### src/rtl/bexkat1_wb_pkg.sv
// Shared definitions for the bexkat1p Wishbone memory responders.
// Holds bus widths, the read-latency ceiling, and the per-request tag that
// travels through the latency pipeline.
package bexkat1_wb_pkg;

  localparam int unsigned WB_DW      = 32;
  localparam int unsigned WB_SELW    = 4;
  localparam int unsigned RD_LAT_MAX = 4;

  // Tag carried alongside each in-flight request.
  typedef struct packed {
    logic we;
    logic err;
  } wb_req_t;

endpackage

### src/rtl/wb_lat_pipe.sv
// Fixed-latency valid/tag shift register.
// A request entering at in_valid in cycle t appears on out_valid in cycle
// t+RD_LAT. flush synchronously drops every in-flight entry.
// Ports:
//   clk_i, reset_n      clock, asynchronous active-low reset
//   flush               drop all entries at the next edge
//   in_valid, in_req    entry to load into stage 0
//   out_valid, out_req  last-stage entry
module wb_lat_pipe
  import bexkat1_wb_pkg::*;
#(
  parameter int unsigned RD_LAT = 2
) (
  input  logic    clk_i,
  input  logic    reset_n,
  input  logic    flush,
  input  logic    in_valid,
  input  wb_req_t in_req,
  output logic    out_valid,
  output wb_req_t out_req
);

  logic [RD_LAT-1:0] valid_q;
  wb_req_t           req_q [RD_LAT];

  // Shift every stage each clock; flush only needs to kill the valids.
  always_ff @(posedge clk_i or negedge reset_n) begin
    if (!reset_n) begin
      valid_q <= '0;
      for (int i = 0; i < int'(RD_LAT); i++) req_q[i] <= '0;
    end else if (flush) begin
      valid_q <= '0;
    end else begin
      valid_q[0] <= in_valid;
      req_q[0]   <= in_req;
      for (int i = 1; i < int'(RD_LAT); i++) begin
        valid_q[i] <= valid_q[i-1];
        req_q[i]   <= req_q[i-1];
      end
    end
  end

  assign out_valid = valid_q[RD_LAT-1];
  assign out_req   = req_q[RD_LAT-1];

endmodule

### src/rtl/wb_mem_responder.sv
// Pipelined Wishbone B4 slave in front of one synchronous SRAM port.
// Requests are issued to memory in the accept cycle and acked in order
// RD_LAT cycles later; at most DEPTH requests may be outstanding, beyond
// which the slave stalls. Dropping wb_cyc_i abandons everything in flight.
// Optional: define WB_RESP_ERR_EN to add wb_err_o; requests whose address
// bits above the memory range are nonzero then complete with an error
// instead of an ack and never write memory.
// Ports:
//   clk_i, reset_n                 clock, asynchronous active-low reset
//   wb_cyc_i, wb_stb_i, wb_we_i    Wishbone cycle / strobe / write enable
//   wb_adr_i, wb_sel_i, wb_dat_i   byte address, lane selects, write data
//   wb_dat_o, wb_ack_o, wb_stall_o read data, completion, stall
//   wb_err_o                       error completion (WB_RESP_ERR_EN only)
//   mem_addr_o, mem_wren_o         SRAM word address, write strobe
//   mem_byteena_o, mem_data_o      SRAM byte enables, write data
//   mem_q_i                        SRAM read data, RD_LAT cycles after address
module wb_mem_responder
  import bexkat1_wb_pkg::*;
#(
  parameter int unsigned AW     = 15,
  parameter int unsigned RD_LAT = 2,
  parameter int unsigned DEPTH  = 4
) (
  input  logic               clk_i,
  input  logic               reset_n,
  input  logic               wb_cyc_i,
  input  logic               wb_stb_i,
  input  logic               wb_we_i,
  input  logic [31:0]        wb_adr_i,
  input  logic [WB_SELW-1:0] wb_sel_i,
  input  logic [WB_DW-1:0]   wb_dat_i,
  output logic [WB_DW-1:0]   wb_dat_o,
  output logic               wb_ack_o,
  output logic               wb_stall_o,
`ifdef WB_RESP_ERR_EN
  output logic               wb_err_o,
`endif
  output logic [AW-1:0]      mem_addr_o,
  output logic               mem_wren_o,
  output logic [WB_SELW-1:0] mem_byteena_o,
  output logic [WB_DW-1:0]   mem_data_o,
  input  logic [WB_DW-1:0]   mem_q_i
);

  // Out-of-range latency settings are pinned to the legal window.
  localparam int unsigned LAT = (RD_LAT < 1) ? 1 :
                                ((RD_LAT > RD_LAT_MAX) ? RD_LAT_MAX : RD_LAT);
  localparam int unsigned CW  = $clog2(DEPTH + 1);

  logic [CW-1:0] cnt_q;
  logic          accept;
  logic          addr_err;
  logic          exit_valid;
  logic          exit_done;
  wb_req_t       in_req;
  wb_req_t       exit_req;
  logic          unused_bits;

  // Stall depends only on the registered count.
  assign wb_stall_o = (cnt_q == CW'(DEPTH));
  assign accept     = wb_cyc_i & wb_stb_i & ~wb_stall_o;

`ifdef WB_RESP_ERR_EN
  assign addr_err = |wb_adr_i[31:AW+2];
`else
  assign addr_err = 1'b0;
`endif

  // Memory is driven in the accept cycle; errored writes never reach it.
  assign mem_addr_o    = wb_adr_i[AW+1:2];
  assign mem_data_o    = wb_dat_i;
  assign mem_byteena_o = wb_sel_i;
  assign mem_wren_o    = accept & wb_we_i & ~addr_err;

  assign in_req = '{we: wb_we_i, err: addr_err};

  wb_lat_pipe #(
    .RD_LAT (LAT)
  ) u_pipe (
    .clk_i     (clk_i),
    .reset_n   (reset_n),
    .flush     (~wb_cyc_i),
    .in_valid  (accept),
    .in_req    (in_req),
    .out_valid (exit_valid),
    .out_req   (exit_req)
  );

  // A request leaves the pipe as either an ack or an error, never while
  // the cycle is abandoned.
  assign exit_done = exit_valid & wb_cyc_i;
  assign wb_ack_o  = exit_done & ~exit_req.err;
  assign wb_dat_o  = wb_ack_o ? mem_q_i : '0;

`ifdef WB_RESP_ERR_EN
  assign wb_err_o = exit_done & exit_req.err;
`endif

  // Outstanding-request count; an abort discards everything.
  always_ff @(posedge clk_i or negedge reset_n) begin
    if (!reset_n) begin
      cnt_q <= '0;
    end else if (!wb_cyc_i) begin
      cnt_q <= '0;
    end else begin
      case ({accept, exit_done})
        2'b10:   cnt_q <= cnt_q + CW'(1);
        2'b01:   cnt_q <= cnt_q - CW'(1);
        default: cnt_q <= cnt_q;
      endcase
    end
  end

  // Address byte offset and the write tag are not needed by the datapath.
  assign unused_bits = ^{wb_adr_i[1:0], wb_adr_i[31:AW+2], exit_req.we};

endmodule

### config.mk
export PLATFORM = sky130hd
export DESIGN_NAME = wb_mem_responder
export DESIGN_NICKNAME = d
export VERILOG_FILES = /design/src/rtl/bexkat1_wb_pkg.sv /design/src/rtl/wb_lat_pipe.sv /design/src/rtl/wb_mem_responder.sv
export SDC_FILE = /design/constraint.sdc
export NUM_CORES = 1
export LEC_CHECK = 0
export ABC_AREA = 1
export BUFFER_PORTS_ARGS = -buffer_cell sky130_fd_sc_hd__buf_2
export CELL_PAD_IN_SITES_DETAIL_PLACEMENT = 0
export CELL_PAD_IN_SITES_GLOBAL_PLACEMENT = 1
export CORE_ASPECT_RATIO = 0.5
export CORE_MARGIN = 4
export CORE_UTILIZATION = 14
export DETAILED_ROUTE_END_ITERATION = 12
export PLACE_DENSITY_LB_ADDON = 0.05
export SLEW_MARGIN = 20
export SYNTH_ARGS = -nofsm -noshare
export SYNTH_HDL_FRONTEND = slang
export SYNTH_SLANG_ARGS = --single-unit
export TNS_END_PERCENT = 5
### constraint.sdc
create_clock -name clk_i -period 5.07 [get_ports clk_i]
set_input_delay 0.507 -clock clk_i [delete_from_list [all_inputs] [get_ports clk_i]]
set_output_delay 0.507 -clock clk_i [all_outputs]
set_load 0.05 [all_outputs]
Word level (Yosys, flattened, before mapping)
Index checks and enable logic that the tools add are counted.
- word-level logic and storage cells: 17
- input bits: 105
- register bits after elaboration: 5
- output and inout bits: 86
- $add $sub $neg: 2
- muxes and demuxes: 4
- equality and inequality tests: 4
- bitwise logic cells: 5
- operators by type and width (operator ; count):
    2-to-1 mux 32 bit ; 1
    case mux 3 bit (2 select lines) ; 1
    AND 1 bit ; 4
    adder 3 x 1 -> 3 bit (second input constant) ; 1
    == test 3 bit (second input constant) ; 1
    2-to-1 mux 3 bit ; 1
    inequality test 3 x 1 -> 1 bit (second input constant) ; 1
    subtractor 3 x 1 -> 3 bit (second input constant) ; 1
    == test 2 x 1 -> 1 bit (second input constant) ; 1
    == test 2 bit (second input constant) ; 1
    2-to-1 mux 2 bit ; 1
    inverter 1 bit ; 1

Depth between registers and ports, before layout
- word-level depth: 6
- depth in mapped cells: 13
- depth with buffers taken out: 12

Cells and area by module
Synthesis repeated with hierarchy kept, for this count alone.
- cell total of the unflattened synthesis: 182
- area, all modules: 1188.6 um^2
- modules (own cells, without submodules) (module ; seq. area each (um^2) ; times used ; cells an instance ; area each (um^2)):
    wb_mem_responder ; 75.1 ; 1 ; 157 ; 959.7
    wb_lat_pipe ; 150.1 ; 1 ; 25 ; 229.0

Worst setup path before layout
Ideal clock, no wire load.
- kind: input -> output
- start point: in wb_cyc_i
- end point: out wb_dat_o[0]
- stages on the path: 4
- data arrival time: 1502 ps
- setup slack: 3061 ps
- path buffers: 2
- required time: 4563 ps
- cell sequence: buf_6 -> nand2_4 -> buf_2 -> nor2_1
- word-level cells in the longest chain between the ends: 2
- RTL lines (item ; RTL line ; RTL):
    from (decl) ; wb_mem_responder.sv:26 ; input logic wb_cyc_i,
    AND 1 bit ; wb_mem_responder.sv:91 ; assign exit_done = exit_valid & wb_cyc_i;
    2-to-1 mux 32 bit ; wb_mem_responder.sv:93 ; assign wb_dat_o = wb_ack_o ? mem_q_i : '0;
    to (decl) ; wb_mem_responder.sv:32 ; output logic [WB_DW-1:0] wb_dat_o,
No other way between the ends.

Worst setup path after layout
- start point: in wb_cyc_i
- end point: reg cnt_q[2]
- word-level cells in the longest chain between the ends: 5
- elaborated cells between the ends (all ways): 8
- classes of those cells: eq/ne (3); mux (2); bitwise (3)
- RTL lines (item ; RTL line ; RTL):
    AND 1 bit (2 in a row) ; wb_mem_responder.sv:61 ; assign accept = wb_cyc_i & wb_stb_i & ~wb_stall_o;
    == test 2 x 1 -> 1 bit or == test 2 bit (tied branches) ; wb_mem_responder.sv:106 ; case ({accept, exit_done})
    case mux 3 bit (2 select lines) ; wb_mem_responder.sv:106 ;
    2-to-1 mux 3 bit ; wb_mem_responder.sv:103 ; end else if (!wb_cyc_i) begin
    to (signal assigned) ; wb_mem_responder.sv:107 ; 2'b10: cnt_q <= cnt_q + CW'(1);
    to (signal assigned) ; wb_mem_responder.sv:108 ; 2'b01: cnt_q <= cnt_q - CW'(1);
    to (signal assigned) ; wb_mem_responder.sv:109 ; default: cnt_q <= cnt_q;
    to (decl) ; wb_mem_responder.sv:50 ; logic [CW-1:0] cnt_q;
Several ways; a longest one is shown, not always the timed one.
A chain may end at the register's enable or synchronous reset.

==> summary.txt <==
Power and ir drop
  • Static leakage power: 0.000829 uW
  • Worst vdd rail ir drop: 0.138 mV
  • Cell Pwr Density: 204 mW/mm2

Timing
  • Max_slew headroom: 73.8%
  • Count of endpoints failing setup in the final report: 0
  • Least-Margin Pin Slew: 0.393 ns
  • Number of hold violations in the final report: 0
  • Portion of the clock cycle consumed by the worst path in the final layout: 39.5%
  • Fin crit period: 2.00 ns
  • Highest achievable clock rate: 500 MHz
  • Setup repair after global routing missed its margin: no
  • Final setup skew: 0.000577 ns
  • Min Hold Slack: 0.0948 ns
  • Sum of negative setup slack: 0 ns
  • Final Slew Violations: 0

Place
  • IO buf count: 71
  • Detailed placer's ending HPWL: 3050 um
  • Final Wtd Congestion: 0.681
  • Dpl cells: 266

CTS
  • Quantity of gates resized following cts: 0
  • Setup bufs post-CTS: 0
  • Number of buffers added by the clock tree synthesis step: 3
  • CTS Root Cell: sky130_fd_sc_hd__clkbuf_16
  • Clock transition at path regs: 0.03 ns
  • Clock sinks: 5
  • Clock tree from TritonCTS: yes
  • CTS Hold Buffers Added: 0
  • Clock latency at the later pin of the worst-skew pair: 0.22 ns
  • Bufs on Longest Clock Path: 2
  • Clock H-tree levels: 1

Worst setup path
  • Sort of element at the end of the critical path: register
  • Slowest stage delay, CP: 0.38 ns
  • Register-to-register path setup slack: 3.13 ns
  • Critical Path Start Type: input pin
  • Critical path's most frequent cell: sky130_fd_sc_hd__nand2_1
  • Launch point of the worst reg-to-reg path: u_pipe.valid_q[1]
  • Reg2reg end: cnt_q[2]
  • Class of the most critical setup path: input pin to register
  • Launching instance or port of the critical path: wb_cyc_i
  • Critical path's slowest cell: sky130_fd_sc_hd__fa_1
  • Cell-by-cell trace of the critical path: buf_2, nand2_4, inv_2, nand2_4, inv_2, fa_1, xnor2_1, inv_1, nand2_1, nand2_1, nand2_1, nand2_1
  • FF-to-FF path depth: 11
  • Data arrival, critical path: 2.11 ns
  • Worst Path Required: 5.18 ns
  • Critical Path Fanout Max: 34

GRT
  • GRT Resource Usage Total: 6.73%
  • Congestion Overflow GR: 0
  • Number of global-route vias before repair: 806
  • First-pass GRT wire length: 4510 um
  • Pin count of the biggest net entering global routing: 35
  • Number of antenna violations at the first check in global routing: 0

Outcome
  • Result of the run: finished clean

Synth
  • Post-Synthesis Net Count: 264
  • Post-synthesis sequential element count: 5
  • Distinct cells, synth: 17
  • Area share of the leading cell type in the synthesized netlist: 38.7%
  • Seq/Total Area, Yosys: 12.7%
  • Dominant cell type by area after synthesis: sky130_fd_sc_hd__buf_4
  • Post-Synthesis Cell Area: 988 um2
  • Most numerous cell in the Yosys netlist: sky130_fd_sc_hd__buf_4
  • Synth warn: 0
  • Number of standard cells after synthesis: 158
  • Fraction of registers with async set or reset after synthesis: 100%
  • Main flop type after synthesis: sky130_fd_sc_hd__dfrtp_1
  • Most frequent cells after synthesis: sky130_fd_sc_hd__buf_4 (51), sky130_fd_sc_hd__inv_1 (39), sky130_fd_sc_hd__nor2_1 (34)
  • Avg Inst Size Synth: 6.26 um2
  • Dominant cells by area after synthesis: sky130_fd_sc_hd__buf_4 (39%), sky130_fd_sc_hd__inv_1 (15%), sky130_fd_sc_hd__nor2_1 (13%), sky130_fd_sc_hd__dfrtp_1 (13%), sky130_fd_sc_hd__nand2_1 (3.4%)
  • Number of synthesized flops with an enable pin: 0

Floorplan
  • I/O pin total: 191
  • Placeable Area: 0.00678 mm2
  • Die Outline Area: 0.00855 mm2
  • Die Span X: 127 um
  • Effective utilization at floorplan: 14.6%
  • Row count: 21
  • Vertical extent of the die: 67.4 um

Route
  • Drt pass-1 iters: 3
  • Final wirelength: 3420 um
  • Remaining antenna violation count after routing: 0
  • Vias: 831
  • Drc violations: 0
  • Post-detailed-route via-to-cell ratio: 3.08
  • Routed len/inst: 12.7 um
  • Starting DRT DRC Count: 11

Cells and area
  • Post-layout instance count excluding filler cells: 270
  • NumNets Final: 285
  • Fraction of layout instances using a drive strength above 1: 47.2%
  • Growth of design area from synthesis to finish: 14.2%
  • Number of antenna repair diodes: 0

Job
  • Max_cap viols: 0

Hold path
  • Kind of path behind the tightest hold check: input pin to async pin
==> critical path, delay by kind of cell <==
family	cells	cell delay, ns
xor+xnor	1	0.19
fa+ha+maj	1	0.38
buf+inv	4	0.37
simple gates	6	0.66
==> where the power goes <==
group	switching, uW	total, uW	internal (uW)
Combinational	37.4	57.5	20.1
Clock	24.4	129	104
Sequential	1.92	44.1	42.2
Total	63.7	230	166
==> flip-flops by register name, indices dropped and copies added, names as in the netlist <==
name,count
cnt_q,3
u_pipe.valid_q,2
==> layout make-up <==
type | count | area, um2
fillers | 811 | 5650
repair buffers | 71 | 355
multi-input cells | 56 | 294
inverters | 42 | 160
flip-flops and latches | 5 | 125
well taps | 92 | 115
clock buffers | 4 | 78.8
==> worst max-delay path by stage <==
stage	to	slack, ns	cells after the start
finish	cnt_q[2]	3.07	12
global route	cnt_q[2]	2.87	12
CTS	cnt_q[2]	3.02	12
detailed placement	cnt_q[2]	2.79	12
global placement	cnt_q[2]	2.75	12
floorplan	wb_dat_o[0]	3.06	4
==> per-layer routing <==
layer  routed length (um)  global-route usage, %  up-vias
met5                    0                  0.588        -
met4                   54                   2.67        0
met3                  543                   4.58       12
met2                 1910                   13.2       55
met1                  907                   5.36      338
li1                     -                      -      426
==> logic make-up after synthesis <==
group | share of synthesized area, %
AO/OA/AOI/OAI | 1.65
buffers and inverters | 57.6
XOR/XNOR | 0.886
flip-flops | 12.7
AND/OR/NAND/NOR | 25.2
adder cells (fa/ha/maj) | 2.03
==> stage by stage <==
stage	util, %	power [uW]	area, um2	setup slack (ns)
final	16.6	230	1130	3.07
after global routing	16.6	242	1130	2.87
after CTS	16.6	234	1130	3.02
after detailed placement	15.5	103	1050	2.79
after global placement	15.5	104	1050	2.75
after floorplan	-	190	988	3.06
==> cell usage in the layout (no fill, tap or decap) <==
cell type / instances
sky130_fd_sc_hd__nand3_4: 1
sky130_fd_sc_hd__nand4_1: 3
sky130_fd_sc_hd__buf_2: 71
sky130_fd_sc_hd__xnor2_1: 1
sky130_fd_sc_hd__clkbuf_1: 1
sky130_fd_sc_hd__nor2_1: 34
sky130_fd_sc_hd__inv_1: 39
sky130_fd_sc_hd__clkbuf_16: 3
sky130_fd_sc_hd__a21oi_4: 1
sky130_fd_sc_hd__nand2_4: 3
sky130_fd_sc_hd__inv_4: 1
sky130_fd_sc_hd__inv_2: 2
sky130_fd_sc_hd__nand3_1: 1
sky130_fd_sc_hd__fa_1: 1
sky130_fd_sc_hd__nand2_1: 9
sky130_fd_sc_hd__nand2_2: 2
sky130_fd_sc_hd__dfrtp_1: 5
Note: power is estimated with default switching activity, not from simulation.
